[src/rtl/serial_adder_pkg.sv]
// Shared definitions for the bit-serial adder: state encoding and default operand width.
package serial_adder_pkg;

  localparam int WIDTH_DEFAULT = 8;

  typedef enum logic [1:0] {
    IDLE = 2'd0,
    RUN  = 2'd1,
    FIN  = 2'd2
  } state_e;

endpackage

[src/rtl/serial_adder_full_adder.sv]
// One-bit full adder used as the bit-slice datapath of serial_adder.
module full_adder (
  output logic s,
  output logic cout,
  input  logic x,
  input  logic y,
  input  logic cin
);

  assign s    = x ^ y ^ cin;
  assign cout = (x & y) | (cin & (x ^ y));

endmodule

[src/rtl/serial_adder.sv]
// Bit-serial adder: one bit per clock, LSB first, through a single full_adder slice.
// state | meaning
// IDLE  | waiting for start; sum/cout hold the last result
// RUN   | WIDTH cycles, one operand bit pair per cycle
// FIN   | one-cycle done pulse, then back to IDLE
module serial_adder
  import serial_adder_pkg::*;
#(
  parameter int WIDTH = WIDTH_DEFAULT
) (
  input  logic             clk,
  input  logic             rst,
  input  logic             start,
  input  logic [WIDTH-1:0] a,
  input  logic [WIDTH-1:0] b,
  input  logic             cin,
  output logic             busy,
  output logic             done,
  output logic [WIDTH-1:0] sum,
  output logic             cout
);

  localparam int CNT_W = $clog2(WIDTH + 1);

  state_e           state_q, state_d;
  logic [WIDTH-1:0] a_q, a_d, b_q, b_d, res_q, res_d, sum_q, sum_d;
  logic             carry_q, carry_d, cout_q, cout_d;
  logic             busy_q, busy_d, done_q, done_d;
  logic [CNT_W-1:0] cnt_q, cnt_d;
  logic             fa_s, fa_c, last_bit;

  full_adder u_fa (
    .s    (fa_s),
    .cout (fa_c),
    .x    (a_q[0]),
    .y    (b_q[0]),
    .cin  (carry_q)
  );

  assign last_bit = (cnt_q == CNT_W'(WIDTH - 1));

  always_ff @(posedge clk or posedge rst) begin
    if (rst) begin
      state_q <= IDLE;
      a_q     <= '0;
      b_q     <= '0;
      res_q   <= '0;
      sum_q   <= '0;
      carry_q <= 1'b0;
      cout_q  <= 1'b0;
      cnt_q   <= '0;
      busy_q  <= 1'b0;
      done_q  <= 1'b0;
    end else begin
      state_q <= state_d;
      a_q     <= a_d;
      b_q     <= b_d;
      res_q   <= res_d;
      sum_q   <= sum_d;
      carry_q <= carry_d;
      cout_q  <= cout_d;
      cnt_q   <= cnt_d;
      busy_q  <= busy_d;
      done_q  <= done_d;
    end
  end

  always_comb begin
    state_d = state_q;
    unique case (state_q)
      IDLE:    if (start) state_d = RUN;
      RUN:     if (last_bit) state_d = FIN;
      FIN:     state_d = IDLE;
      default: state_d = IDLE;
    endcase
  end

  // busy/done are registered from the next state so they leave the block straight from flops.
  always_comb begin
    a_d     = a_q;
    b_d     = b_q;
    res_d   = res_q;
    sum_d   = sum_q;
    carry_d = carry_q;
    cout_d  = cout_q;
    cnt_d   = cnt_q;
    busy_d  = (state_d == RUN);
    done_d  = (state_d == FIN);
    unique case (state_q)
      IDLE: begin
        if (start) begin
          a_d     = a;
          b_d     = b;
          carry_d = cin;
          cnt_d   = '0;
        end
      end
      RUN: begin
        res_d   = {fa_s, res_q[WIDTH-1:1]};
        a_d     = a_q >> 1;
        b_d     = b_q >> 1;
        carry_d = fa_c;
        cnt_d   = cnt_q + CNT_W'(1);
        if (last_bit) begin
          sum_d  = {fa_s, res_q[WIDTH-1:1]};
          cout_d = fa_c;
        end
      end
      default: ;
    endcase
  end

  assign busy = busy_q;
  assign done = done_q;
  assign sum  = sum_q;
  assign cout = cout_q;

endmodule

[config.mk]
export PLATFORM = sky130hd
export DESIGN_NAME = serial_adder
export DESIGN_NICKNAME = d
export VERILOG_FILES = /design/src/rtl/serial_adder_pkg.sv /design/src/rtl/serial_adder_full_adder.sv /design/src/rtl/serial_adder.sv
export SDC_FILE = /design/constraint.sdc
export NUM_CORES = 1
export LEC_CHECK = 0
export ABC_AREA = 1
export CORE_MARGIN = 2
export CORE_UTILIZATION = 25
export CTS_CLUSTER_DIAMETER = 100
export CTS_CLUSTER_SIZE = 28
export DETAILED_ROUTE_END_ITERATION = 16
export GPL_TIMING_DRIVEN = 0
export PLACE_DENSITY = 0.42
export RECOVER_POWER = 25
export SLEW_MARGIN = 20
export SYNTH_ARGS = -nofsm -noshare
export SYNTH_HDL_FRONTEND = slang
export SYNTH_SLANG_ARGS = --single-unit
[constraint.sdc]
create_clock -name clk -period 1.6 [get_ports clk]
set_input_delay 0.16 -clock clk [delete_from_list [all_inputs] [get_ports clk]]
set_output_delay 0.16 -clock clk [all_outputs]
set_load 0.005 [all_outputs]
==> summary.txt, run 1 <==
Outcome
  – Status: completed

GRT
  – Met2 Usage GRT: 0.172
  – Vias in the first global route: 1367
  – Met3 Use GR: 0.0336
  – Met1 global-route usage: 0.153
  – Largest net degree at the start of global routing: 25
  – Antenna violations before repair: 0
  – First-pass GRT wire length: about 6.6 mm
  – Busiest grt layer: met2
  – Total track usage: 0.111
  – Grt ovf: 0

Floorplanning
  – Total Die Area: between 0.007 and 0.008 mm²
  – CORE AREA: ~0.007 mm²
  – Row count: 30
  – Die X: ~88 µm
  – Die height: 88.3 µm
  – IO Pins: 31
  – Initial Util: 0.260

Min path
  – Hold endpoint: b_q[7]$_DFFE_PP0P_
  – HP Class: primary input to flip-flop
  – Hold Path Origin: b[7]
  – Hold path cells: 3

Layout
  – Multi-input combinational cell area: 656 µm²
  – Layout Nets: roughly 260
  – FF/Latch Area: 0.00103 mm²
  – Area grow syn2layout: 29.5%
  – Filler cell count: 749
  – Share of layout cells above drive strength 1: 0.119
  – Inserted Diodes: 0

Setup path
  – Worst R2R End: cout$_DFFE_PP0P_
  – Worst setup SP type: flip-flop
  – Reg2Reg Depth: 6
  – R2R Setup Slk: about 0.27 ns
  – Crit Reg-Reg Startpoint: cnt_q[1]$_DFFE_PP0P_
  – WS Path Type: flip-flop to flip-flop
  – Worst Path Max Fanout: 9
  – Crit path DAT: between 1.5 and 2 ns
  – Endpoint class of the critical path: flip-flop
  – Worst EP required: roughly 1.8 ns

Clock network
  – Setup Fix Bufs, Post-CTS: 0
  – Clock slew at reported path FFs: roughly 0.080 ns
  – Post-CTS sizing: 0
  – Maximum clock path buffer count: 2
  – CTS tree: yes
  – CTS Root Buffer Type: clkbuf_8
  – Num CTS Buffers: 5
  – Clk_lat worst skew: ~0.29 ns
  – Htree depth: 2
  – Sink Count: a little over 40
  – # hold bufs at CTS: 0

Job
  – Max-cap violations: 0

Logic synthesis
  – Synthesized cell area: 0.00178 mm²
  – Synth Flop Type: dfrtp_1
  – Synth Register Bits: between 40 and 50
  – Post-Syn Nets: roughly 220
  – Yosys top cell area share: 0.577
  – Yosys warns: 0
  – Top-count cell post-synth: nand2_1
  – Synth async-reset ratio: 1.00
  – EDFF count, synth: 0
  – Yosys cell types: 20
  – Top cells by count, synth: 86 x nand2_1, 41 x dfrtp_1, 36 x nand3_1
  – Sequential area share after synthesis: 0.577
  – Synth area leader: dfrtp_1
  – Mapped Cells: 197
  – Syn_area_per_cell: 9.03 µm²
  – Top post-synthesis cells by area: dfrtp_1 58%, nand2_1 18%, nand3_1 10%, buf_6 2.5%, inv_1 1.3%

Timing
  – Least-Margin Pin Slew: between 0.7 and 0.8 ns
  – Setup Viol. Count Final: 0
  – Max Fclk: approximately 750 MHz
  – Pins Over Slew Limit: 0
  – Worst slew margin: 0.525
  – Skew final: 0.00678 ns
  – Fin. Hold Viols: 0
  – Tcrit/Tclk final: 0.830
  – Shortest period the worst path allows: 1.33 ns
  – Hold slack final: about 0.4 ns
  – RSZ-0062 raised after global routing: no
  – TNS Setup: 0 ns

Drt
  – Via count: about 1400
  – Drt drc: 0
  – DRT Wirelength: between 3 and 4 mm
  – DRT iter0 DRCs: 74
  – Via density: a little over 4
  – WL/cell: roughly 11 µm
  – Post-route antenna net violation count: 0
  – DRT Pass-1 Iters: 4

Placed design
  – Final HPWL DP: 2.67 mm
  – Port bufs: 30
  – Gpl congestion: approximately 0.74

Pwr
  – Maximum VDD drop: 0.434 mV
  – Pleak: ~1.1 nW
  – Pwr/cell area: roughly 1800 mW/mm²
## through the flow
stage          power [W]   util  area [µm²]  cells  setup slack (ns)
2_1_floorplan    0.00284      -        1780    197             0.486
3_3_place_gp     0.00343  0.322        2200    323            -0.542
3_5_place_dp     0.00346  0.325        2220    324             0.228
4_1_cts          0.00421  0.339        2310    332             0.242
5_1_grt          0.00449  0.337        2300    332            0.0992
6_report         0.00411  0.337        2300    332             0.272
## where the power goes
group	switching (W)	leakage, nW	internal, W
Sequential	0.000282	0.531	0.00146
Combinational	0.000884	0.526	0.000747
Clock	0.000379	0.0512	0.000350
Total	0.00155	1.11	0.00256
## area by class of cell
cell class                      count  share of cell area
Clock buffer                        6              0.0359
Buffer                              8              0.0293
Sequential cell                    41               0.446
Timing Repair Buffer               31               0.134
Tap cell                           96              0.0522
Inverter                            7              0.0125
Multi-Input combinational cell    141               0.285
Clock inverter                      2             0.00598
## how the worst max path moves through the flow
stage                                     from            endpoint  slack (ns)  cells past startpoint
after floorplan                            rst  a_q[0]$_DFFE_PP0P_        0.49                      1
after global routing      cnt_q[1]$_DFFE_PP0P_  sum[3]$_DFFE_PP0P_         0.1                      6
final                     cnt_q[1]$_DFFE_PP0P_    cout$_DFFE_PP0P_        0.27                      6
after global placement                     rst  sum[1]$_DFFE_PP0P_       -0.54                      2
after CTS                 cnt_q[1]$_DFFE_PP0P_    cout$_DFFE_PP0P_        0.24                      6
after detailed placement                 start  b_q[3]$_DFFE_PP0P_        0.23                      6
## flip-flops by register name (all words and copies together), names as in the netlist
register and flops:
a_q 8, cout 1, cnt_q 4, state_q 2, res_q 7, carry_q 1, busy 1, done 1
b_q 8, sum 8
## cell usage in the layout, fill, tap and decap left out, types with 2 or more instances in the layout
cell type / instances
nand2_1: 86
dfrtp_1: 41
nand3_1: 36
clkdlybuf4s50_1: 29
inv_1: 6
clkbuf_8: 6
buf_6: 4
nand2_2: 3
buf_2: 3
nor2_1: 3
nor2_4: 2
nand3_2: 2
o21ai_0: 2
## cell families after synthesis
group	Yosys count	share of synthesized area
buf+inv	15	0.0542
simple gates	135	0.337
compound gates	4	0.0134
fa+ha+maj	2	0.0183
flops	41	0.577
## per-layer routing
metal,wire (µm),up-vias
met2,1670,25
li1,-,703
met1,1910,644
met5,0,-
met4,24,0
met3,158,4
## worst max-delay path, stage by stage, from the launching register on
cell     delay (ns)
dfrtp_1        0.42
ha_1           0.21
nand2_1        0.08
nor2_1         0.18
nand2_2        0.18
nand2_1        0.10
nand2_1        0.05
No activity file was read; power rests on OpenSTA's default activity.
==> run 2: changes to the inputs <==
--- a/config.mk
+++ b/config.mk
@@ -12,7 +12,7 @@
 export CTS_CLUSTER_SIZE = 28
 export DETAILED_ROUTE_END_ITERATION = 16
 export GPL_TIMING_DRIVEN = 0
-export PLACE_DENSITY = 0.42
+export PLACE_DENSITY = 0.43
 export RECOVER_POWER = 25
 export SLEW_MARGIN = 20
 export SYNTH_ARGS = -nofsm -noshare
==> constraint.sdc (replaced) <==
create_clock -name clk -period 1.19 [get_ports clk]
set_input_delay 0.119 -clock clk [delete_from_list [all_inputs] [get_ports clk]]
set_output_delay 0.119 -clock clk [all_outputs]
set_load 0.005 [all_outputs]
==> run 2 against run 1 <==
Count of clock-buffer cells in the layout is 1 higher. Worst setup slack worse by 0.24 ns. Routed wire length is 9.5% higher. Global-route usage is 0.47 points higher. Flip-flop and latch count stayed put. Utilization is 2.1 points higher. Critical path depth stayed put. Highest routed layer unchanged.
==> summary.txt, run 2 (same netlist as run 1, synthesis figures left out) <==
Outcome
  – Status: completed

Drt
  – Via count: 1423 (+3.4%)
  – Drt drc: 0 (unchanged)
  – DRT Pass-1 Iters: 4 (unchanged)
  – WL/cell: 12.1 µm (+6.6%)
  – DRT iter0 DRCs: 52 (-30%)
  – DRT Wirelength: 4.12 mm (+9.5%)
  – Via density: 4.17 (+0.69%)
  – Post-route antenna net violation count: 0 (unchanged)

Timing
  – Pins Over Slew Limit: 0 (unchanged)
  – Worst setup margin: 0.0336 ns (-0.238 ns)
  – Skew final: 0.00569 ns (-0.00109 ns)
  – Shortest period the worst path allows: 1.16 ns (-0.172 ns)
  – Fin. Hold Viols: 0 (unchanged)
  – Setup Viol. Count Final: 0 (unchanged)
  – Worst slew margin: 0.503 (-0.0221)
  – Max Fclk: 865 MHz (+15%)
  – RSZ-0062 raised after global routing: yes
  – Tcrit/Tclk final: 0.972 (+0.142)
  – Least-Margin Pin Slew: 0.745 ns (+0.0332 ns)
  – TNS Setup: 0 ns (unchanged)

Layout
  – Area grow syn2layout: 37.4%
  – Final instance area: 0.00244 mm² (+6.1%)
  – Most frequent cells in the layout: 82 x nand2_1, 39 x dfrtp_1, 35 x nand3_1, 18 x clkdlybuf4s50_1, 11 x dlygate4sd2_1
  – Layout Nets: 266 (+3.5%)
  – Inserted Diodes: 0 (unchanged)
  – Commonest non-fill, non-tap cell in the layout: nand2_1
  – Share of layout cells above drive strength 1: 0.188 (+0.0691)

GRT
  – Largest net degree at the start of global routing: 25 (unchanged)
  – Total track usage: 0.116 (+0.00468)
  – Grt ovf: 0 (unchanged)
  – Vias in the first global route: 1409 (+3.1%)
  – First-pass GRT wire length: 6.91 mm (+4.6%)
  – Antenna violations before repair: 0 (unchanged)

Clock network
  – Htree depth: 2 (unchanged)
  – CTS tree: yes
  – Sink Count: 41 (unchanged)
  – Maximum clock path buffer count: 2 (unchanged)
  – Clk_lat worst skew: 0.29 ns (about the same)
  – CTS Root Buffer Type: clkbuf_8
  – Num CTS Buffers: 5 (unchanged)
  – Clock slew at reported path FFs: 0.08 ns (about the same)

Min path
  – HP Class: primary input to flip-flop

Placed design
  – DP Area: 0.00222 mm² (unchanged)
  – Port bufs: 30 (unchanged)
  – Gpl congestion: 0.725 (-2.0%)
  – Dpl ws: -0.147 ns (-0.376 ns)
  – Final HPWL DP: 2.65 mm (-1.0%)

Floorplanning
  – Row count: 30 (unchanged)
  – Initial Util: 0.260 (unchanged)
  – Die X: 88.3 µm (unchanged)
  – CORE AREA: 0.00683 mm² (unchanged)
  – Die height: 88.3 µm (unchanged)
  – Total Die Area: 0.00780 mm² (unchanged)
  – IO Pins: 31 (unchanged)

Setup path
  – R2R Setup Slk: 0.03 ns (-0.24 ns)
  – Worst EP required: 1.37 ns (-0.43 ns)
  – Worst path max stage delay: 0.40 ns (-0.02 ns)
  – CP max stage cell: dfrtp_1
  – Crit path DAT: 1.34 ns (-0.18 ns)
  – WS Path Type: flip-flop to flip-flop
  – Crit Reg-Reg Startpoint: cnt_q[1]$_DFFE_PP0P_
  – Critical Path, Cell by Cell: ha_4 > nand2_4 > nor2_4 > nand2_4 > nand2_1 > nand2_1
  – Worst R2R End: sum[6]$_DFFE_PP0P_
  – Critical path origin: cnt_q[1]$_DFFE_PP0P_
  – Worst setup SP type: flip-flop
  – Worst Setup EP: sum[6]$_DFFE_PP0P_
  – Worst Path Max Fanout: 5 (-4)
  – Reg2Reg Depth: 6 (unchanged)
  – Endpoint class of the critical path: flip-flop

Pwr
  – Maximum VDD drop: 0.882 mV (+100%)
  – Pwr Total: 0.00604 W (+47%)
  – Pleak: 1.20 nW (+8.6%)
  – Pwr/cell area: 2470 mW/mm² (+39%)

Job
  – Max-cap violations: 0 (unchanged)
==> run 2: repair_timing <==
action                     in CTS  in global routing
hold endpoints to repair        0                  0
hold buffers                    0                  0
pin swaps                       5                  7
setup endpoints to repair      33                 35
gates cloned                    2                  0
gates resized for setup        19                 11
buffers inserted                7                  0
==> run 2: cell type report <==
cell class	instances	area, µm²
Buffer	8	73.8
Clock buffer	7	86.3
Clock inverter	1	30.0
Fill cell	758	4390
Inverter	7	28.8
Multi-Input combinational cell	143	726
Sequential cell	41	1030
Tap cell	96	120
Timing Repair Buffer	38	350
==> run 2: worst min path at each step <==
stage,startpoint,endpoint,slack (ns),depth (start not counted)
after floorplan,a[7],a_q[7]$_DFFE_PP0P_,0.23,2
after CTS,rst,b_q[7]$_DFFE_PP0P_,0.16,2
final,a[7],a_q[7]$_DFFE_PP0P_,0.36,3
after global routing,b[6],b_q[6]$_DFFE_PP0P_,0.37,3
after global placement,res_q[6]$_DFFE_PP0P_,sum[5]$_DFFE_PP0P_,0.45,2
after detailed placement,res_q[6]$_DFFE_PP0P_,sum[5]$_DFFE_PP0P_,0.46,2
==> run 2: report_power, final <==
group,total [W],leakage (nW),switching [W],internal (W)
clock network,0.00117,0.0585,0.000487,0.000685
registers,0.00237,0.529,0.000397,0.00198
logic,0.00250,0.616,0.00138,0.00112
total,0.00604,1.20,0.00227,0.00378
==> run 2: metal layers <==
metal | wire (µm) | track usage
met5 | 0 | 0
met4 | 22 | 0.0289
met3 | 162 | 0.0280
met2 | 1850 | 0.176
met1 | 2090 | 0.167
==> run 2: critical path: cells and delay by family (launching register included) <==
kind	cells	cell delay, ns
AND/OR/NAND/NOR	5	0.45
adder cells (fa/ha/maj)	1	0.19
flip-flops	1	0.40
==> run 2: stage by stage <==
step           hold WS [ns]   util  cells
5_1_grt               0.375  0.358    341
6_report              0.363  0.358    341
3_5_place_dp          0.460  0.325    324
3_3_place_gp          0.453  0.322    323
2_1_floorplan         0.229      -    197
4_1_cts               0.163  0.353    341
